===== src/rtl/maple_frame_pattern_decoder.sv =====
// -----------------------------------------------------------------------------
// maple_frame_pattern_decoder
//
// Recognises Maple bus framing patterns from single-cycle line edge strobes.
//   Start pattern: SDCKA held low while SDCKB falls START_PULSES times.
//   End pattern  : SDCKB held low while SDCKA falls END_PULSES times.
// A window opens on the falling edge of the held line and closes on its rising
// edge. At close, the number of counted pulses is classified: too few pulses is
// ordinary data activity, the exact count is a frame event, anything else is a
// malformed pattern. A watchdog aborts windows that stay open too long.
//
// Ports
//   aclk            in   sole clock
//   areset          in   asynchronous active-high reset
//   en              in   decoder enable; low holds IDLE with everything cleared
//   sdcka_posedge   in   one-cycle strobe, SDCKA rising edge
//   sdcka_negedge   in   one-cycle strobe, SDCKA falling edge
//   sdckb_posedge   in   one-cycle strobe, SDCKB rising edge
//   sdckb_negedge   in   one-cycle strobe, SDCKB falling edge
//   start_frame     out  one-cycle pulse, valid start pattern
//   end_frame       out  one-cycle pulse, valid end pattern
//   start_error     out  one-cycle pulse, malformed start window
//   end_error       out  one-cycle pulse, malformed end window
//   timeout         out  one-cycle pulse, window exceeded TIMEOUT cycles
//   in_frame        out  level, high between accepted start and end/error/timeout
// -----------------------------------------------------------------------------
module maple_frame_pattern_decoder #(
  parameter int START_PULSES = 4,
  parameter int END_PULSES   = 2,
  parameter int IGNORE_BELOW = 2,
  parameter int CNT_W        = 8,
  parameter int TIMEOUT      = 1024,
  parameter int TO_W         = 16
) (
  input  logic aclk,
  input  logic areset,
  input  logic en,
  input  logic sdcka_posedge,
  input  logic sdcka_negedge,
  input  logic sdckb_posedge,
  input  logic sdckb_negedge,
  output logic start_frame,
  output logic end_frame,
  output logic start_error,
  output logic end_error,
  output logic timeout,
  output logic in_frame
);

  typedef enum logic [2:0] {
    S_IDLE  = 3'b001,
    S_START = 3'b010,
    S_END   = 3'b100
  } state_t;

  localparam logic [CNT_W-1:0] CNT_ZERO  = {CNT_W{1'b0}};
  localparam logic [CNT_W-1:0] CNT_ONE   = {{(CNT_W-1){1'b0}}, 1'b1};
  localparam logic [CNT_W-1:0] CNT_MAX   = {CNT_W{1'b1}};
  localparam logic [CNT_W-1:0] CNT_START = CNT_W'(START_PULSES);
  localparam logic [CNT_W-1:0] CNT_END   = CNT_W'(END_PULSES);
  localparam logic [CNT_W-1:0] CNT_IGN   = CNT_W'(IGNORE_BELOW);

  localparam logic [TO_W-1:0]  WD_ZERO   = {TO_W{1'b0}};
  localparam logic [TO_W-1:0]  WD_ONE    = {{(TO_W-1){1'b0}}, 1'b1};
  localparam logic [TO_W-1:0]  WD_MAX    = {TO_W{1'b1}};
  localparam bit               WD_EN     = (TIMEOUT != 0);
  // Expiry is detected one count early so the pulse lands at entry+TIMEOUT+1.
  localparam logic [TO_W-1:0]  WD_LAST   = WD_EN ? TO_W'(TIMEOUT - 1) : WD_ZERO;

  state_t           r_state;
  logic [CNT_W-1:0] r_cnt;
  logic [TO_W-1:0]  r_wd;
  logic             r_start_frame;
  logic             r_end_frame;
  logic             r_start_error;
  logic             r_end_error;
  logic             r_timeout;
  logic             r_in_frame;

  state_t           w_state;
  logic [CNT_W-1:0] w_cnt;
  logic [TO_W-1:0]  w_wd;
  logic [CNT_W-1:0] w_cnt_inc;
  logic [TO_W-1:0]  w_wd_inc;
  logic             w_expire;
  logic             w_start_frame;
  logic             w_end_frame;
  logic             w_start_error;
  logic             w_end_error;
  logic             w_timeout;
  logic             w_in_frame;

  // Saturating increments; the watchdog saturates too so a disabled watchdog
  // can never wrap into a spurious expiry.
  assign w_cnt_inc = (r_cnt == CNT_MAX) ? r_cnt : r_cnt + CNT_ONE;
  assign w_wd_inc  = (r_wd == WD_MAX) ? r_wd : r_wd + WD_ONE;
  assign w_expire  = WD_EN && (r_wd == WD_LAST);

  // Next-state, counter and event decode.
  always_comb begin
    w_state       = r_state;
    w_cnt         = r_cnt;
    w_wd          = r_wd;
    w_start_frame = 1'b0;
    w_end_frame   = 1'b0;
    w_start_error = 1'b0;
    w_end_error   = 1'b0;
    w_timeout     = 1'b0;
    w_in_frame    = r_in_frame;

    if (!en) begin
      w_state    = S_IDLE;
      w_cnt      = CNT_ZERO;
      w_wd       = WD_ZERO;
      w_in_frame = 1'b0;
    end else begin
      case (r_state)
        S_IDLE: begin
          w_cnt = CNT_ZERO;
          w_wd  = WD_ZERO;
          // Both falling edges together cannot be attributed to either pattern.
          if (sdcka_negedge && !sdckb_negedge) begin
            w_state = S_START;
          end else if (sdckb_negedge && !sdcka_negedge) begin
            w_state = S_END;
          end else begin
            w_state = S_IDLE;
          end
        end

        S_START: begin
          // Close takes priority over both the watchdog and a coincident pulse.
          if (sdcka_posedge) begin
            w_state = S_IDLE;
            w_cnt   = CNT_ZERO;
            w_wd    = WD_ZERO;
            if (r_cnt >= CNT_IGN) begin
              if (r_cnt == CNT_START) begin
                w_start_frame = 1'b1;
                w_in_frame    = 1'b1;
              end else begin
                w_start_error = 1'b1;
                w_in_frame    = 1'b0;
              end
            end else begin
              w_in_frame = r_in_frame;
            end
          end else if (w_expire) begin
            w_state    = S_IDLE;
            w_cnt      = CNT_ZERO;
            w_wd       = WD_ZERO;
            w_timeout  = 1'b1;
            w_in_frame = 1'b0;
          end else begin
            w_wd = w_wd_inc;
            if (sdckb_negedge) begin
              w_cnt = w_cnt_inc;
            end else begin
              w_cnt = r_cnt;
            end
          end
        end

        S_END: begin
          if (sdckb_posedge) begin
            w_state = S_IDLE;
            w_cnt   = CNT_ZERO;
            w_wd    = WD_ZERO;
            if (r_cnt >= CNT_IGN) begin
              // An end pattern is reported even outside a frame.
              if (r_cnt == CNT_END) begin
                w_end_frame = 1'b1;
              end else begin
                w_end_error = 1'b1;
              end
              w_in_frame = 1'b0;
            end else begin
              w_in_frame = r_in_frame;
            end
          end else if (w_expire) begin
            w_state    = S_IDLE;
            w_cnt      = CNT_ZERO;
            w_wd       = WD_ZERO;
            w_timeout  = 1'b1;
            w_in_frame = 1'b0;
          end else begin
            w_wd = w_wd_inc;
            if (sdcka_negedge) begin
              w_cnt = w_cnt_inc;
            end else begin
              w_cnt = r_cnt;
            end
          end
        end

        default: begin
          w_state    = S_IDLE;
          w_cnt      = CNT_ZERO;
          w_wd       = WD_ZERO;
          w_in_frame = 1'b0;
        end
      endcase
    end
  end

  // State, counters and registered outputs.
  always_ff @(posedge aclk or posedge areset) begin
    if (areset) begin
      r_state       <= S_IDLE;
      r_cnt         <= CNT_ZERO;
      r_wd          <= WD_ZERO;
      r_start_frame <= 1'b0;
      r_end_frame   <= 1'b0;
      r_start_error <= 1'b0;
      r_end_error   <= 1'b0;
      r_timeout     <= 1'b0;
      r_in_frame    <= 1'b0;
    end else begin
      r_state       <= w_state;
      r_cnt         <= w_cnt;
      r_wd          <= w_wd;
      r_start_frame <= w_start_frame;
      r_end_frame   <= w_end_frame;
      r_start_error <= w_start_error;
      r_end_error   <= w_end_error;
      r_timeout     <= w_timeout;
      r_in_frame    <= w_in_frame;
    end
  end

  assign start_frame = r_start_frame;
  assign end_frame   = r_end_frame;
  assign start_error = r_start_error;
  assign end_error   = r_end_error;
  assign timeout     = r_timeout;
  assign in_frame    = r_in_frame;

endmodule


===== config.mk =====
export PLATFORM = sky130hd
export DESIGN_NAME = maple_frame_pattern_decoder
export DESIGN_NICKNAME = d
export VERILOG_FILES = /design/src/rtl/maple_frame_pattern_decoder.sv
export SDC_FILE = /design/constraint.sdc
export NUM_CORES = 1
export LEC_CHECK = 0
export ABC_AREA = 0
export CELL_PAD_IN_SITES_DETAIL_PLACEMENT = 1
export CELL_PAD_IN_SITES_GLOBAL_PLACEMENT = 1
export CORE_MARGIN = 3
export CORE_UTILIZATION = 46
export CTS_BUF_LIST = sky130_fd_sc_hd__clkbuf_16
export DETAILED_ROUTE_END_ITERATION = 10
export PLACE_DENSITY_LB_ADDON = 0.1
export SYNTH_ARGS = -nofsm -noshare
export SYNTH_HDL_FRONTEND = slang
export SYNTH_SLANG_ARGS = --single-unit
export TNS_END_PERCENT = 10

===== constraint.sdc =====
create_clock -name aclk -period 2.65 [get_ports aclk]
set_input_delay 0.53 -clock aclk [delete_from_list [all_inputs] [get_ports aclk]]
set_output_delay 0.53 -clock aclk [all_outputs]
set_load 0.03 [all_outputs]

==> summary.md, run 1 <==
| Metric | Value |
|---|---|
| CTS tree | done |
| First-pass GRT wire length | 9.20 mm |
| Tot Pwr | 1.13 mW |
| PostCTS Resize Cnt | 0 |
| Worst EP required | 2.85 ns |
| Largest area contributor in the netlist | dfrtp_1 |
| Hold endpoint | r_wd[12] |
| Maximum clock path buffer count | 2 |
| Worst-skew pair later-pin latency | 0.28 ns |
| Fin Setup TNS | 0 ns |
| Port-buffer cells | 12 |
| Clock root buffer | clkbuf_16 |
| Relative slew slack | 57.7% |
| Clock transition at the registers of the reported paths | 0.05 ns |
| Cts hold-fix bufs | 0 |
| Worst Hold Slack | 0.519 ns |
| Async SR Flop Fraction | 100% |
| Reg2Reg Depth | 5 |
| Final period util | 88.6% |
| Lkg Pwr | 0.950 nW |
| Mapped Cells | 223 |
| Startpoint types | flip-flop |
| Detailed placement HPWL | 3.84 mm |
| Total GRT Usage | 22.2% |
| Hold path start | r_wd[12] |
| Worst vdd ir | 0.347 mV |
| GP Congestion | 0.860 |
| TritonRoute pass-1 iters | 4 |
| Setup Skew | 0.00565 ns |
| Post-synthesis register bit count | 33 |
| Antenna Nets Post-Route | 0 |
| Total gr overflow | 0 |
| Crit path max fanout | 35 |
| RR Startpoint | r_wd[11] |
| Layout filler cell count | 482 |
| Post-Synth Simple-Gate Area | 31.2% |
| Area growth, synth to finish | 16.1% |
| Syn_nets | 236 |
| CP Class | reg2reg |
| Xor/xnor cell area share of the yosys netlist | 0.846% |
| Ant diodes | 0 |
| Final critical-path required period | 2.35 ns |
| Final hold vios | 0 |
| Initial cell density of the core | 49.6% |
| Post-CTS Setup Bufs | 0 |
| DRC | 0 |
| Die Height | 73.1 um |
| Sink Count | 33 |
| Largest family of logic cells by synthesized area | simple AND/OR/NAND/NOR gates |
| Register area share after synthesis | 39.9% |
| Fin nets | 252 |
| Status | complete, no violations |
| # setup viols final | 0 |
| Adder-cell share of the synthesized area | 3.63% |
| TritonCTS buffer count | 5 |
| Via density | 6.33 |
| Main synth FF type | dfrtp_1 |
| Largest net degree at the start of global routing | 36 |
| Share of layout cells above drive strength 1 | 10.0% |
| Vias in the first global route | 1891 |
| Post-synth top area share | 38.7% |
| Drt wl/cell | 18.2 um |
| Pwr dens | 468 nW/um^2 |
| I/O pin count | 13 |
| R2R Setup Slk | 0.30 ns |
| Count of cell types in the netlist | 47 |
| R2r endpoint | r_cnt[4] |
| Iter 0 DRT Violations | 146 |
| Width of the die | 73.1 um |
| RSZ-0062 raised after global routing | no |
| CP Capture Type | flip-flop |
| Core Footprint | 4170 sq um |
| Synth Cell Area | 2070 sq um |
| Yosys warnings | 0 |
| Initial antenna violation count | 0 |
| Tightest Pin Transition | 0.625 ns |
| Post-synthesis mux area share | 5.80% |
| Max Cap Viol | 0 |
| Row cnt | 23 |
| Final Max Slew Viols | 0 |
| Via Count | 1836 |
| Min-Delay Path Depth | 1 |
| Die area | 5340 sq um |
| Synthesized area per cell | 9.29 sq um |
| Final WL | 5.29 mm |
| Htree depth | 2 |
| Synth area leaders | dfrtp_1 39%, mux2i_1 5.8%, nand3_1 5.6% |
| Fmax | 0.426 GHz |
| EDFF count, synth | 0 |
| Hold Path Class | reg2reg |
| CP startpoint | r_wd[11] |
| Complex-gate fraction of the synthesized area | 14.5% |
| Worst EP arrival | 2.55 ns |
[cells in the final DEF (no fill, tap or decap), types with 3 or more instances in the layout]
master           count
inv_1               10
nand3b_1            12
nand3_1             23
or3b_2               4
a211oi_1             6
nand2_1             10
dfrtp_1             32
or3_1                4
nor2_1              12
buf_4                7
o21ai_0              7
a31oi_1              3
clkbuf_16            5
and4_1               3
nand2b_1             3
ha_1                 6
mux2i_1             12
a21oi_1             12
or2_2                3
nor4b_1              3
and3_1               5
or4_1                4
nor3_1               7
nand4_1              5
clkdlybuf4s50_1     12
[report_power, final]
group          internal, mW  leakage [nW]  switching [mW]
logic                0.0280         0.415          0.0332
registers             0.509         0.457          0.0114
clock network         0.337        0.0776           0.206
total                 0.875         0.950           0.251
[cell usage after synthesis, drive strengths merged (5+ instances only)]
| library cell | n |
|---|---|
| nand3 | 23 |
| nor2 | 12 |
| and3 | 5 |
| nand4 | 5 |
| nor3 | 7 |
| a211oi | 6 |
| buf | 10 |
| nand3b | 12 |
| dfrtp | 32 |
| inv | 7 |
| nand2 | 10 |
| ha | 6 |
| o21ai | 7 |
| mux2i | 12 |
| a21oi | 13 |
[how the worst max path moves through the flow]
stage / slack [ns] / endpoint
6_report: 0.30 / r_cnt[4]
5_1_grt: 0.22 / r_cnt[6]
4_1_cts: 0.29 / r_cnt[4]
3_5_place_dp: 0.1 / r_state[0]
3_3_place_gp: 0.28 / r_state[0]
2_1_floorplan: 0.60 / r_cnt[0]
[through the flow]
| step | worst slack (ns) | utilization, % | area [sq um] | std cells |
|---|---|---|---|---|
| after CTS | 0.293 | 57.6 | 2400 | 290 |
| after detailed placement | 0.0970 | 54.4 | 2270 | 282 |
| final | 0.301 | 57.6 | 2400 | 290 |
| after global placement | 0.276 | 54.4 | 2270 | 282 |
| after global routing | 0.219 | 57.6 | 2400 | 290 |
| after floorplan | 0.604 | - | 2070 | 223 |
[worst max-delay path, cell delays in order, from the launching register on]
cell and delay, ns:
dfrtp_1 0.44, or4_1 0.53, or4_1 0.54, buf_12 0.20, a211oi_1 0.32, mux2i_1 0.23
[cell type report]
class / count / area, sq um / area share (%)
multi-input combinational: 172 / 1160 / 48.2
sequential: 33 / 827 / 34.4
timing repair buffer: 20 / 193 / 8.01
clock buffer: 5 / 125 / 5.20
tap: 50 / 62.6 / 2.60
inverter: 7 / 26.3 / 1.09
clock inverter: 3 / 11.3 / 0.468
[per-layer routing]
layer	routed length [um]	global-route usage, %	share of wire [%]	vias up
li1	-	-	-	869
met1	2480	30.2	47	934
met2	2540	35.9	48	25
met3	190	4.55	3.6	8
met4	72	5.74	1.4	0
met5	0	0	0	-
[kinds of logic (layout without fill, tap and decap cells)]
kind of cell,after synthesis,after routing
simple gates,107,107
compound gates,45,45
flops,33,33
buf+inv,18,35
mux,12,12
fa+ha+maj,6,6
xor+xnor,2,2
[registers in the layout, summed over array words and instances (netlist names)]
| register | flops |
|---|---|
| start_error | 1 |
| timeout | 1 |
| start_frame | 1 |
| in_frame | 1 |
| r_state | 3 |
| r_cnt | 8 |
| end_frame | 1 |
| r_wd | 16 |
| end_error | 1 |
No activity file was read; power rests on OpenSTA's default activity.
==> run 2, diff against run 1 <==
SETUP_SLACK_MARGIN = 0.15   (was not set)
==> results of run 2 <==
Final layout, timing and power as in run 1 (identical DEF).
==> run 3, diff against run 2 <==
CORE_MARGIN = 5   (was 3)
CORE_UTILIZATION = 41   (was 46)
clock period = 2.07 ns   (was 2.65 ns; I/O delays follow)
==> run 3 against run 2 <==
The run now ends with setup timing left. Worst setup slack worse by 0.32 ns. First-iteration DRC count down 24%. Clock power up 30%. Register-to-register slack worse by 0.32 ns. Clock skew down 0.0015 ns. Die area up 23%.
==> summary.md, run 3 (synthesis gave the netlist of run 1 again) <==
| Metric | Value |
|---|---|
| Crit path max fanout | 7 (-80%) |
| PnR worst setup slack | -0.0199 ns (-0.321 ns) |
| Via Count | 1920 (+4.6%) |
| Setup Skew | 0.00411 ns (-0.00154 ns) |
| Total gr overflow | 0 (unchanged) |
| Max reg flops | 16 (unchanged) |
| Antenna Nets Post-Route | 0 (unchanged) |
| RSZ-0062 raised after global routing | yes |
| Commonest cells after routing, fill and taps aside | 32 x dfrtp_1, 32 x buf_4, 23 x nand3_1 |
| Post-placement cell count | 326 (+16%) |
| Share of layout cells above drive strength 1 | 23.5% (+14 points) |
| Pre-CTS setup slack | -0.213 ns (-0.310 ns) |
| Status | finished, violations left |
| Largest register by flop count | r_wd |
| Worst EP arrival | 2.29 ns (-0.26 ns) |
| Startpoint types | flip-flop |
| Initial antenna violation count | 0 (unchanged) |
| GP Congestion | 0.858 (-0.23%) |
| Sw power | 331 uW (+32%) |
| Area of the multi-input gates | 1220 sq um (+5.1%) |
| Layout filler cell count | 575 (+19%) |
| Tightest Pin Transition | 0.562 ns (-0.0628 ns) |
| Row cnt | 25 (+8.7%) |
| Clock transition at the registers of the reported paths | 0.05 ns (about the same) |
| Relative slew slack | 62.2% (+4.4 points) |
| Port-buffer cells | 12 (unchanged) |
| Combinational power share | 6.2% (+0.8 points) |
| Worst EP required | 2.27 ns (-0.58 ns) |
| Via density | 5.73 (-9.5%) |
| Final Max Slew Viols | 0 (unchanged) |
| Finished Layout Cells | 335 (+16%) |
| Core Footprint | 4820 sq um (+15%) |
| Fin nets | 280 (+11%) |
| Final hold vios | 0 (unchanged) |
| Pint | 1.13 mW (+29%) |
| Largest net degree at the start of global routing | 34 (-5.6%) |
| Ant diodes | 0 (unchanged) |
| Sink Count | 33 (unchanged) |
| Worst Hold Slack | 0.543 ns (+0.0238 ns) |
| CTS tree | done |
| Clk pwr share | 48.3% (about the same) |
| Fin Setup TNS | -0.0365 ns (-0.0365 ns) |
| Fmax | 0.478 GHz (+12%) |
| TritonCTS buffer count | 5 (unchanged) |
| Sw Ratio | 22.6% (+0.36 points) |
| # setup viols final | 2 (+2) |
| Die Height | 81.1 um (+11%) |
| Largest registers | r_wd (16), r_cnt (8), r_state (3) |
| Width of the die | 81.1 um (+11%) |
| Worst-skew pair later-pin latency | 0.28 ns (about the same) |
| Vias in the first global route | 2077 (+9.8%) |
| Htree depth | 2 (unchanged) |
| Register Area | 827 sq um (unchanged) |
| Total GRT Usage | 20.3% (-1.9 points) |
| TritonRoute pass-1 iters | 4 (unchanged) |
| Initial cell density of the core | 43.0% (-6.6 points) |
| Failing checks | setup timing |
| DRC | 0 (unchanged) |
| CP Capture Type | flip-flop |
| Worst vdd ir | 0.336 mV (-3.4%) |
| Final critical-path required period | 2.09 ns (-0.259 ns) |
| Final WL | 6.09 mm (+15%) |
| Max Cap Viol | 0 (unchanged) |
| Hold Path Class | in2async |
| Area growth, synth to finish | 31.0% |
| Drt wl/cell | 18.2 um (-0.21%) |
| Pwr dens | 539 nW/um^2 (+15%) |
| Maximum clock path buffer count | 2 (unchanged) |
| Final period util | 101% (+12 points) |
| I/O pin count | 13 (unchanged) |
| CP Class | reg2reg |
| First-pass GRT wire length | 10.3 mm (+12%) |
| Lkg Pwr | 1.11 nW (+16%) |
| Clock root buffer | clkbuf_16 |
| Die area | 6570 sq um (+23%) |
| Detailed placement HPWL | 4.43 mm (+15%) |
| Iter 0 DRT Violations | 111 (-24%) |
| Reg power frac | 45.4% (-0.9 points) |
[run 3: cell count changes in the layout (fill, tap and decap cells not counted), moves of 2 or more]
cell	previous run	this run
a211oi_1	6	2
inv_1	10	8
a211oi_2	0	3
buf_4	7	32
buf_6	0	2
nor4b_1	3	1
clkinv_2	0	2
nor4b_2	0	2
[run 3: critical path, cell delays in order (launching register included)]
cell	delay [ns]
dfrtp_1	0.37
or4_1	0.57
or4_4	0.46
buf_8	0.16
buf_6	0.12
a21oi_4	0.12
mux2i_1	0.19
[run 3: power by group through the flow]
stage / registers [mW] / logic, mW / clock network, mW
floorplan: 0.669 / 0.0534 / 0
global placement: 0.674 / 0.0843 / 0
detailed placement: 0.675 / 0.0895 / 0
CTS: 0.664 / 0.0923 / 0.719
global route: 0.665 / 0.101 / 0.751
finish: 0.665 / 0.0910 / 0.707
[run 3: through the flow]
stage | utilization (%) | total power [mW] | instance area (sq um)
final | 56.3 | 1.46 | 2710
after global routing | 56.3 | 1.52 | 2710
after CTS | 55.8 | 1.48 | 2690
after detailed placement | 52.2 | 0.765 | 2520
after global placement | 52.2 | 0.758 | 2520
after floorplan | - | 0.722 | 2100
[run 3: path summary, 6_finish.rpt]
kind                       startpoint  slack [ns]  cells after the start         end
max in group asynchronous      areset        1.19                      3  r_state[0]
min in group aclk            r_wd[12]        0.56                      2    r_wd[12]
max reg2reg                  r_wd[11]       -0.02                      6    r_cnt[0]
min                            areset        0.54                      3    r_cnt[2]
min reg2reg                  r_wd[12]        0.56                      2    r_wd[12]
max                          r_wd[11]       -0.02                      6    r_cnt[0]
[run 3: repair_timing]
action / 4_1_cts / 5_1_grt
hold buffers: 0 / 0
pin swaps: 2 / 0
gates resized for setup: 8 / 3
endpoints found under the setup margin: 26 / 28
buffers inserted: 0 / 1
[run 3: cell type report]
| class | instances | share of cell area, % |
|---|---|---|
| Multi-Input combinational cell | 172 | 44.9 |
| Sequential cell | 33 | 30.5 |
| Timing Repair Buffer | 48 | 15.4 |
| Clock buffer | 5 | 4.61 |
| Tap cell | 67 | 3.09 |
| Inverter | 7 | 0.969 |
| Clock inverter | 3 | 0.507 |
[run 3: layer usage]
metal / wire length [um] / up-vias / GRT usage, %
li1: - / 923 / -
met1: 2790 / 949 / 25.8
met2: 2990 / 42 / 36.0
met3: 259 / 6 / 3.22
met4: 50 / 0 / 4.73
met5: 0 / - / 0
